[config.mk]
export PLATFORM = sky130hd
export DESIGN_NAME = fuzz_sig_sched
export DESIGN_NICKNAME = d
export VERILOG_FILES = /design/src/rtl/fuzz_sig_sched.sv
export SDC_FILE = /design/constraint.sdc
export NUM_CORES = 1
export LEC_CHECK = 0
export ABC_AREA = 0
export CELL_PAD_IN_SITES_DETAIL_PLACEMENT = 1
export CELL_PAD_IN_SITES_GLOBAL_PLACEMENT = 1
export CORE_MARGIN = 4
export CORE_UTILIZATION = 37
export CTS_CLUSTER_DIAMETER = 120
export CTS_CLUSTER_SIZE = 8
export DETAILED_ROUTE_END_ITERATION = 10
export PLACE_DENSITY_LB_ADDON = 0.1
export SLEW_MARGIN = 10
export SYNTH_ARGS = -nofsm -noshare
export SYNTH_HDL_FRONTEND = slang
export SYNTH_SLANG_ARGS = --single-unit
[constraint.sdc]
create_clock -name clk -period 6.99 [get_ports clk]
set_input_delay 1.398 -clock clk [delete_from_list [all_inputs] [get_ports clk]]
set_output_delay 1.398 -clock clk [all_outputs]
set_load 0.01 [all_outputs]
[src/rtl/fuzz_sig_sched.sv]
// Run controller for one generated fuzz DUT: seeds an LFSR onto the DUT input bus and
// compacts the DUT output bus into a MISR signature compared against an expected value.
module fuzz_sig_sched #(
  parameter int          IN_W      = 43,
  parameter int          Y_W       = 295,
  parameter int          SIG_W     = 32,
  parameter int          CNT_W     = 16,
  parameter int          WARM_CYC  = 4,
  parameter int          FLUSH_CYC = 3,
  parameter logic [63:0] DEF_SEED  = 64'h1
) (
  input  logic             clk,
  input  logic             rst_n,
  input  logic             start_i,
  input  logic             abort_i,
  input  logic [63:0]      seed_i,
  input  logic [CNT_W-1:0] num_cycles_i,
  input  logic [SIG_W-1:0] exp_sig_i,
  input  logic [Y_W-1:0]   dut_y_i,
  output logic [IN_W-1:0]  stim_o,
  output logic             busy_o,
  output logic             done_o,
  output logic [SIG_W-1:0] sig_o,
  output logic             match_o
);

  localparam int NSL = (Y_W + SIG_W - 1) / SIG_W;
  localparam logic [63:0]      LFSR_TAPS  = 64'hD800_0000_0000_0000;
  localparam logic [SIG_W-1:0] MISR_POLY  = SIG_W'(32'h04C1_1DB7);
  localparam logic [CNT_W-1:0] WARM_LAST  = CNT_W'((WARM_CYC > 0) ? WARM_CYC - 1 : 0);
  localparam logic [CNT_W-1:0] FLUSH_LAST = CNT_W'((FLUSH_CYC > 0) ? FLUSH_CYC - 1 : 0);

  typedef enum logic [2:0] {S_IDLE, S_WARM, S_RUN, S_FLUSH, S_DONE} state_t;

  localparam state_t POST_RUN = (FLUSH_CYC != 0) ? S_FLUSH : S_DONE;

  state_t             state, state_nxt;
  logic [63:0]        lfsr, lfsr_nxt;
  logic [SIG_W-1:0]   misr, misr_nxt, misr_fin, exp_fin, fold;
  logic [CNT_W-1:0]   cnt, num_q;
  logic [SIG_W-1:0]   exp_q;
  logic [NSL*SIG_W-1:0] ypad;
  logic               adv, start_acc, capture;

  always_comb begin
    ypad = '0;
    ypad[Y_W-1:0] = dut_y_i;
    fold = '0;
    for (int unsigned i = 0; i < NSL; i++) begin
      fold = fold ^ ypad[i*SIG_W +: SIG_W];
    end
    misr_nxt = (misr << 1) ^ (misr[SIG_W-1] ? MISR_POLY : '0) ^ fold;
    lfsr_nxt = (lfsr >> 1) ^ (lfsr[0] ? LFSR_TAPS : '0);
  end

  assign capture = (state == S_RUN) || (state == S_FLUSH);

  // adv marks every state entry so the shared counter restarts at zero
  always_comb begin
    state_nxt = state;
    adv       = 1'b0;
    start_acc = 1'b0;
    case (state)
      S_IDLE, S_DONE: begin
        if (start_i) begin
          start_acc = 1'b1;
          adv       = 1'b1;
          if (WARM_CYC != 0)           state_nxt = S_WARM;
          else if (num_cycles_i != '0) state_nxt = S_RUN;
          else                         state_nxt = POST_RUN;
        end
      end
      S_WARM: begin
        if (cnt == WARM_LAST) begin
          adv       = 1'b1;
          state_nxt = (num_q != '0) ? S_RUN : POST_RUN;
        end
      end
      S_RUN: begin
        if (cnt == num_q - CNT_W'(1)) begin
          adv       = 1'b1;
          state_nxt = POST_RUN;
        end
      end
      S_FLUSH: begin
        if (cnt == FLUSH_LAST) begin
          adv       = 1'b1;
          state_nxt = S_DONE;
        end
      end
      default: begin
        adv       = 1'b1;
        state_nxt = S_IDLE;
      end
    endcase
    if (abort_i) begin
      state_nxt = S_IDLE;
      adv       = 1'b1;
      start_acc = 1'b0;
    end
  end

  // The final capture lands on the same edge that enters DONE, so sign off the next MISR value
  assign misr_fin = start_acc ? '0 : (capture ? misr_nxt : misr);
  assign exp_fin  = start_acc ? exp_sig_i : exp_q;

  always_ff @(posedge clk or negedge rst_n) begin
    if (!rst_n) begin
      state   <= S_IDLE;
      lfsr    <= '0;
      misr    <= '0;
      cnt     <= '0;
      num_q   <= '0;
      exp_q   <= '0;
      stim_o  <= '0;
      busy_o  <= 1'b0;
      done_o  <= 1'b0;
      sig_o   <= '0;
      match_o <= 1'b0;
    end else begin
      state  <= state_nxt;
      busy_o <= (state_nxt == S_WARM) || (state_nxt == S_RUN) || (state_nxt == S_FLUSH);
      done_o <= 1'b0;

      if (adv) cnt <= '0;
      else if (state != S_IDLE && state != S_DONE) cnt <= cnt + 1'b1;

      if (start_acc) begin
        num_q <= num_cycles_i;
        exp_q <= exp_sig_i;
        lfsr  <= (seed_i == '0) ? DEF_SEED : seed_i;
        misr  <= '0;
      end else begin
        if (state == S_WARM || state == S_RUN) begin
          stim_o <= lfsr[IN_W-1:0];
          lfsr   <= lfsr_nxt;
        end
        if (capture) misr <= misr_nxt;
      end

      if (abort_i) begin
        sig_o   <= '0;
        match_o <= 1'b0;
      end else if (adv && state_nxt == S_DONE) begin
        sig_o   <= misr_fin;
        match_o <= (misr_fin == exp_fin);
        done_o  <= 1'b1;
      end
    end
  end

endmodule
# Yosys cells after proc, flatten, opt, wreduce, memory -nomap -nowiden
# Index checks and enable logic that the tools add are counted.
totals:
  regBits: 241
  in_bits: 411
  output_inout_bits: 78
  elab_cells: 85
classes:
  n_addsub: 2
  eq_ne: 13
  n_mux: 31
  n_bitwise: 13
  reduce_logical: 15
op_table:
  columns: ["op", "n"]
  rows:
  - ["32-bit XOR", 9]
  - ["64-bit two-way mux", 4]
  - ["32-bit two-way mux", 5]
  - ["64-bit logical NOT", 1]
  - ["63-bit by 64-bit XOR with 64-bit output", 1]
  - ["16-bit by 2-bit == test with 1-bit output, second input constant", 2]
  - ["32-bit == test", 1]
  - ["16-bit two-way mux", 2]
  - ["32-bit by 27-bit XOR with 32-bit output", 1]
  - ["32-bit by 7-bit XOR with 32-bit output", 1]
  - ["27-bit two-way mux", 1]
  - ["16-bit by 1-bit adder with 16-bit output, second input constant", 1]
  - ["16-bit == test", 1]
  - ["16-bit nonzero test", 1]
  - ["16-bit by 1-bit subtractor with 16-bit output, second input constant", 1]
  - ["3-bit two-way mux", 5]
  - ["3-bit by 2-bit == test with 1-bit output, second input constant", 4]
  - ["1-bit two-way mux", 12]
  - ["3-bit one-hot mux with 4 select lines", 1]
  - ["3-bit by 1-bit == test with 1-bit output, second input constant", 2]
  - ["3-bit == test, second input constant", 2]
  - ["2-bit nonzero test", 3]
  - ["1-bit logical OR", 4]
  - ["1-bit one-hot mux with 4 select lines", 1]
  - ["7 further kinds", 8]

# Depth between registers and ports, before layout
# Gate-level depths: netlist of run 1.
depth:
  ltp_word: 15
  depth_mapped: 12
  ltp_nobuf: 10

# Worst setup path before layout of run 1
# Ideal clock, no wire load.
synth_path:
  path_kind: "input to register"
  from: "input port abort_i"
  to: "register match_o"
  setup_ps: 103
  t_arrival_ps: 3434
  t_required_ps: 6887
  path_slack_ps: 3453
  cell_stages: 9
  n_path_buf: 3
  path_cell_list: "or4b_2 clkbuf_1 clkbuf_1 clkbuf_1 o21ai_1 nor3_1 a2111oi_0 nand4_1 o41ai_2"
synth_via:
  elab_chain_cells: 5
  word_cells_on_any_way: 11
  classes_between: "eq/ne: 2; mux: 7; reduce/logical: 2"
synth_lines:
  columns: ["element", "line", "source"]
  rows:
  - ["from (decl)", "15", "input logic abort_i,"]
  - ["1-bit two-way mux", "96", "if (abort_i) begin"]
  - ["32-bit two-way mux (on tied branches)", null, null]
  - ["32-bit == test", "146", "match_o <= (misr_fin == exp_fin);"]
  - ["1-bit two-way mux", "144", "end else if (adv && state_nxt == S_DONE) begin"]
  - ["1-bit two-way mux", "141", "if (abort_i) begin"]
  - ["to (signal assigned)", "146", null]
  - ["to (decl)", "24", "output logic match_o"]
# Parallel ways exist; a longest one is shown, timed or not. The select of a mux whose other input is x is not followed.
# A chain may end at the register's enable or synchronous reset.

# Worst setup path after layout of run 1
layout_path:
  from: "input port start_i"
  to: "register match_o"
layout_via:
  elab_chain_cells: 7
  word_cells_on_any_way: 16
  classes_between: "eq/ne: 2; mux: 12; reduce/logical: 2"
layout_lines:
  columns: ["element", "line", "source"]
  rows:
  - ["from (decl)", "14", "input logic start_i,"]
  - ["1-bit two-way mux", "65", "if (start_i) begin"]
  - ["1-bit two-way mux", "63", "case (state)"]
  - ["1-bit two-way mux", "96", null]
  - ["32-bit two-way mux (on tied branches)", null, null]
  - ["32-bit == test", "146", null]
  - ["1-bit two-way mux", "144", null]
  - ["1-bit two-way mux", "141", null]
# Parallel ways exist; a longest one is shown, timed or not. The select of a mux whose other input is x is not followed.

==> flow_metrics.tcl, run 1 <==
set metrics [dict create \
    overflow 0 \
    max_slew.worst_pin.slew_ns 1.191 \
    crit_end "match_o$_DFFE_PN0P_" \
    synth-seq-cells 241 \
    fin_crit_sh_pct 62.99 \
    startpoint "start_i" \
    grt_pass1_vias 13950 \
    syn_area_per_cell_um2 9.378 \
    critical_path_arrival_ns 4.81 \
    dp.cells 2434 \
    fin_area_mm2 0.02039 \
    gp_congestion 0.8380 \
    seqPwrFrac_pct 37.8 \
    period_minus_slack_ns 4.403 \
    track_usage_pct 24.48 \
    critPathLaunchType "primary input" \
    wl_per_cell_um 21.18 \
    drc 0 \
    clkTransAtPathRegs_ns 0.05 \
    hold_class "reg -> reg" \
    rsz0062_at_grt "false" \
    final_layout_size_suffix_gt1_share_pct 3.921 \
    final-setup-viol-count 0 \
    crit_chain "clkdlybuf4s50_1 -> nor4b_4 -> buf_4 -> mux2i_1 -> and3_1 -> a311oi_1 -> a2111oi_0 -> nand4_1 -> o41ai_2" \
    crit_slowest_cell "a2111oi_0" \
    synth_area_mm2 0.01413 \
    die_x_um 203.4 \
    io_buffers 488 \
    power_leakage_nw 8.778 \
    slowest_delay_ns 0.89 \
    floorplan.initialDensity_pct 37.52 \
    maxSlewViolCount 0 \
    swShare_pct 30.40 \
    synth_cell_types 67 \
    crit_required_ns 7.39 \
    vias_per_cell 5.113 \
    layout_commonest_cell "clkdlybuf4s50_1" \
    worstSetupEndpointType "flip-flop" \
    min_from "stim_o[3]$_DFFE_PN0P_" \
    clk-insertion-delay-late_ns 0.52 \
    vias 12680 \
    regToRegSetupSlack_ns 2.66 \
    mostFrequentLayoutCells "clkdlybuf4s50_1 (486), nand2_1 (283), xnor2_1 (245), dfrtp_1 (241), nor2_1 (177)" \
    setup_tns_ns 0 \
    area_growth_pct 44.29 \
    max_freq_ghz 0.2271 \
    async_flop_share_pct 100.0 \
    final-hold-violation-count 0 \
    cts_setup_buffers 0 \
    clk_path_buf_depth 3 \
    die_area_mm2 0.04139 \
    hold_buffers 0 \
    cts_made_buffers 36 \
    grt_pass1_wl_um 80030 \
    rr_endpoint "sig_o[29]$_DFFE_PN0P_" \
    slew_headroom_pct 20.60 \
    synth_edf_count 0 \
    fin_cells 2479 \
    yosysSeqAreaShare_pct 42.67 \
    reg2reg_depth 9 \
    ant_nets 0 \
    powerDensity_mw_per_mm2 238.7 \
    status "finished clean" \
    core_mm2 0.03767 \
    wirelength_um 52500 \
    p_int_mw 3.387 \
    ys_warn_count 0 \
    combPwrFrac_pct 30.5 \
    cts.repair.resized 0 \
    ios 489 \
    path_max_fanout 55 \
    root_buffer "clkbuf_16" \
    worstSetupPathType "in -> reg" \
    pre_cts_ws_ns 2.128 \
    grt_max_degree 161 \
    die_h_um 203.4 \
    final_nets 2375 \
    drv_cap 0 \
    placedInstanceArea_mm2 0.01943 \
    ir_worst_vdd_mv 0.1919 \
    antenna_found_initial 10 \
    p_switching_mw 1.479 \
    hpwl_um 39680 \
    rows 71 \
    h-tree-depth 2 \
    skew_ns 0.01664 \
    fin_ws_ns 2.587 \
    cts_sinks 241 \
    syn_nets 1921 \
    synth-main-ff-cell "dfrtp_1" \
    cts_tree "done" \
    reg2reg_from "state[1]$_DFF_PN0_" \
    syn_inst 1507 \
    drt_first_iter_violations 702 \
    dr.pass1.iters 4 \
    clockPowerShare_pct 31.7 \
]
## sequential cells by signal, summed over array words and instances (netlist names)
register  cells
lfsr         64
stim_o       43
num_q        16
misr         32
exp_q        32
cnt          16
done_o        1
state         3
sig_o        32
match_o       1
busy_o        1
## kinds of logic after synthesis
family / after synthesis / share of synthesized area, %
xor+xnor: 331 / 23.54
mux: 17 / 1.266
flops: 241 / 42.67
buf+inv: 106 / 3.063
fa+ha+maj: 3 / 0.2656
simple gates: 602 / 19.20
compound gates: 207 / 9.987
## critical path, delay by kind of cell
kind / cells / cell delay, ns
buffers and inverters: 2 / 1.10
AO/OA/AOI/OAI: 3 / 1.26
multiplexers: 1 / 0.36
AND/OR/NAND/NOR: 3 / 0.66
## synth_stat cells, types with 3 or more instances
library cell	number	share of area [%]
nor4_1	24	1.1
or2_2	3	0.13
clkbuf_1	53	1.4
inv_1	24	0.64
a21o_1	29	1.5
xnor2_1	245	15
mux2i_1	10	0.71
or4_1	4	0.21
a21oi_1	24	0.85
xnor3_1	30	4.8
nand3b_1	13	0.69
mux2_2	7	0.56
nand2b_1	8	0.35
dfrtp_1	241	43
a31oi_1	3	0.13
and3b_1	26	1.6
nor3b_1	3	0.16
o31ai_1	7	0.37
or3_1	5	0.22
nand3_1	11	0.39
nand2_1	284	7.5
ha_1	3	0.27
and2_1	3	0.13
xor2_1	55	3.4
buf_1	15	0.40
nor2_1	177	4.7
nor3_1	13	0.46
nand4_1	13	0.58
buf_6	3	0.24
o22ai_1	61	2.7
and3_1	6	0.27
buf_2	10	0.35
o21ai_1	4	0.14
o21ai_0	34	1.2
a211oi_1	10	0.53
## through the flow
| step | power [mW] | hold WS, ns | util (%) |
|---|---|---|---|
| final | 4.867 | 0.4718 | 54.14 |
| after floorplan | 2.628 | 0.4577 | - |
| after global placement | 3.303 | 0.4595 | 51.57 |
| after detailed placement | 3.344 | 0.4622 | 51.57 |
| after CTS | 4.932 | 0.4747 | 54.11 |
| after global routing | 5.139 | 0.4954 | 54.13 |
## worst min path at each step
stage / depth (start not counted) / to
2_1_floorplan: 2 / exp_q[19]$_DFF_PN0_
3_3_place_gp: 2 / stim_o[4]$_DFFE_PN0P_
3_5_place_dp: 2 / stim_o[3]$_DFFE_PN0P_
4_1_cts: 2 / stim_o[3]$_DFFE_PN0P_
5_1_grt: 2 / stim_o[16]$_DFFE_PN0P_
6_report: 2 / stim_o[3]$_DFFE_PN0P_
## area by class of cell
| cell class | count | area [um^2] |
|---|---|---|
| multi-input combinational | 1160 | 7697 |
| tap | 511 | 639.4 |
| clock inverter | 3 | 26.28 |
| clock buffer | 38 | 929.6 |
| antenna | 4 | 10.01 |
| timing repair buffer | 497 | 4965 |
| sequential | 241 | 6031 |
| fill | 4259 | 17270 |
| inverter | 25 | 93.84 |
## metal layers
metal	vias up	global-route usage, %	share of wire (%)
li1	5940	-	-
met1	6296	28.02	38
met2	346	44.99	52
met3	82	6.503	6.4
met4	12	6.986	2.6
met5	-	0	0.14
## power by group through the flow
stage               registers [mW]  clock network, mW  logic (mW)
detailed placement            1.86                  0        1.49
floorplan                     1.83                  0       0.794
global placement              1.85                  0        1.45
global route                  1.88               1.64        1.62
finish                        1.84               1.54        1.48
CTS                           1.84               1.59        1.50
Note: power is estimated with default switching activity, not from simulation.
==> inputs of run 2 (changes only) <==
--- a/config.mk
+++ b/config.mk
@@ -9,7 +9,7 @@
 export CELL_PAD_IN_SITES_DETAIL_PLACEMENT = 1
 export CELL_PAD_IN_SITES_GLOBAL_PLACEMENT = 1
 export CORE_MARGIN = 4
-export CORE_UTILIZATION = 37
+export CORE_UTILIZATION = 31
 export CTS_CLUSTER_DIAMETER = 120
 export CTS_CLUSTER_SIZE = 8
 export DETAILED_ROUTE_END_ITERATION = 10
==> constraint.sdc (replaced) <==
create_clock -name clk -period 3.5 [get_ports clk]
set_input_delay 0.7 -clock clk [delete_from_list [all_inputs] [get_ports clk]]
set_output_delay 0.7 -clock clk [all_outputs]
set_load 0.01 [all_outputs]
==> run 2 against run 1 <==
  * Cell area rose by 2.8%
  * Worst setup slack got worse by 2.4 ns
  * Sequential share of layout area fell by 0.80 points
  * Via count barely moved
  * Total power rose by 100%
  * Combinational power rose by 110%
  * Wire length rose by 4.2%
  * Largest power group unchanged
  * Non-clock buffer count rose by 51
  * Highest routed layer unchanged
  * Die area rose by 19%
==> flow_metrics.tcl, run 2 (synthesis gave the netlist of run 1 again) <==
set metrics [dict create \
    rows 77 \
    maxSlewViolCount 0 \
    top_regs "lfsr: 64 flops, stim_o: 43 flops" \
    skew_ns 0.01902 \
    drv_cap 0 \
    hpwl_um 42530 \
    vias_per_cell 4.861 \
    status "finished clean" \
    fin_crit_sh_pct 95.85 \
    gp_congestion 0.8835 \
    p_total_mw 9.846 \
    final_layout_size_suffix_gt1_share_pct 6.402 \
    wirelength_um 54700 \
    antenna_found_initial 9 \
    mostFrequentLayoutCells "clkdlybuf4s50_1 (486), nand2_1 (283), xnor2_1 (245), dfrtp_1 (241), nor2_1 (177)" \
    io_buffers 488 \
    layout_commonest_cell "clkdlybuf4s50_1" \
    final_nets 2426 \
    ios 489 \
    grt_pass1_wl_um 84640 \
    hold_buffers 0 \
    area_growth_pct 48.29 \
    fin_ws_ns 0.1453 \
    final-hold-violation-count 0 \
    cts_sinks 241 \
    pre_cts_ws_ns -0.1491 \
    power_leakage_nw 9.062 \
    clk_path_buf_depth 3 \
    largest_register_ffs 64 \
    floorplan.initialDensity_pct 31.68 \
    max_slew.worst_pin.slew_ns 0.7027 \
    grt_pass1_vias 13890 \
    crit_required_ns 3.90 \
    final-setup-viol-count 0 \
    critPathLaunchType "flip-flop" \
    fin_cells 2610 \
    max_freq_ghz 0.2981 \
    top_register "lfsr" \
    wl_per_cell_um 20.96 \
    worstSetupPathType "reg -> reg" \
    critical_path_arrival_ns 3.75 \
    rsz0062_at_grt "false" \
    dp.cells 2566 \
    cts_tree "done" \
    hold_class "in -> async" \
    die_area_mm2 0.04907 \
    ant_nets 0 \
    fill_cells 5013 \
    overflow 0 \
    die_h_um 221.5 \
    drc 0 \
    hold_ws_ns 0.1663 \
    slew_headroom_pct 53.06 \
    clk-insertion-delay-late_ns 0.53 \
    drt_first_iter_violations 451 \
    clkTransAtPathRegs_ns 0.05 \
    vias 12690 \
    period_minus_slack_ns 3.355 \
    worstSetupEndpointType "flip-flop" \
    root_buffer "clkbuf_16" \
    core_mm2 0.04461 \
    cts_made_buffers 36 \
    setup_tns_ns 0 \
    path_max_fanout 13 \
    ir_worst_vdd_mv 0.3402 \
    die_x_um 221.5 \
    powerDensity_mw_per_mm2 469.8 \
    dr.pass1.iters 4 \
    grt_max_degree 77 \
    h-tree-depth 2 \
    track_usage_pct 21.72 \
]
[run 2: cell types whose count changed in the layout (fill, tap and decap cells not counted), sizes merged]
cell    before  now
clkinv       1    2
diode        4    3
buf         11   62
clkbuf      38   37
[run 2: worst paths after layout]
check	cells past startpoint	end	from	slack (ns)
hold / removal	1	num_q[13]$_DFFE_PN0P_	rst_n	0.17
setup reg to reg	9	sig_o[28]$_DFFE_PN0P_	num_q[4]$_DFFE_PN0P_	0.15
setup / recovery	9	sig_o[28]$_DFFE_PN0P_	num_q[4]$_DFFE_PN0P_	0.15
min in group clk	2	stim_o[10]$_DFFE_PN0P_	stim_o[10]$_DFFE_PN0P_	0.47
max in group asynchronous	2	lfsr[7]$_DFFE_PN0P_	rst_n	2.49
hold reg to reg	2	stim_o[10]$_DFFE_PN0P_	stim_o[10]$_DFFE_PN0P_	0.47
[run 2: routing by layer]
metal | global-route usage [%] | routed length, um
met5 | 0 | 80
met4 | 4.762 | 1186
met3 | 6.236 | 3504
met2 | 38.20 | 27460
met1 | 26.62 | 22470
[run 2: per-stage QoR]
stage	util [%]	area, um^2
5_1_grt	46.97	20950
6_report	46.98	20960
3_5_place_dp	44.80	19990
2_1_floorplan	-	14130
3_3_place_gp	44.80	19990
4_1_cts	46.95	20940
[run 2: final cells by class]
type	instances	area, um^2	share of cell area, %
timing repair buffer	548	5423	25.88
antenna	3	7.507	0.03582
tap	592	740.7	3.535
clock inverter	4	53.80	0.2567
sequential	241	6031	28.78
inverter	25	93.84	0.4478
clock buffer	37	904.6	4.317
multi-input combinational	1160	7702	36.75
[run 2: repair_timing]
item                                    4_1_cts  5_1_grt
buffers inserted                              0        0
resized for setup                             0        1
endpoints found under the setup margin        0       25
[run 2: worst max-delay path, cell delays in order, from the launching register on]
cell and delay (ns):
dfrtp_1 0.45, or4_4 0.59, or4_1 0.56, nor3_2 0.21, o22ai_2 0.10, a2111oi_4 0.48
o31ai_4 0.22, buf_4 0.24, and3b_1 0.21, a21o_1 0.15
[run 2: where the power goes]
part           total (mW)  leakage (nW)  switching [mW]  internal, mW
Clock                3.10         0.470            1.27          1.83
Sequential           3.66          3.02           0.368          3.29
Combinational        3.09          5.58            1.40          1.69
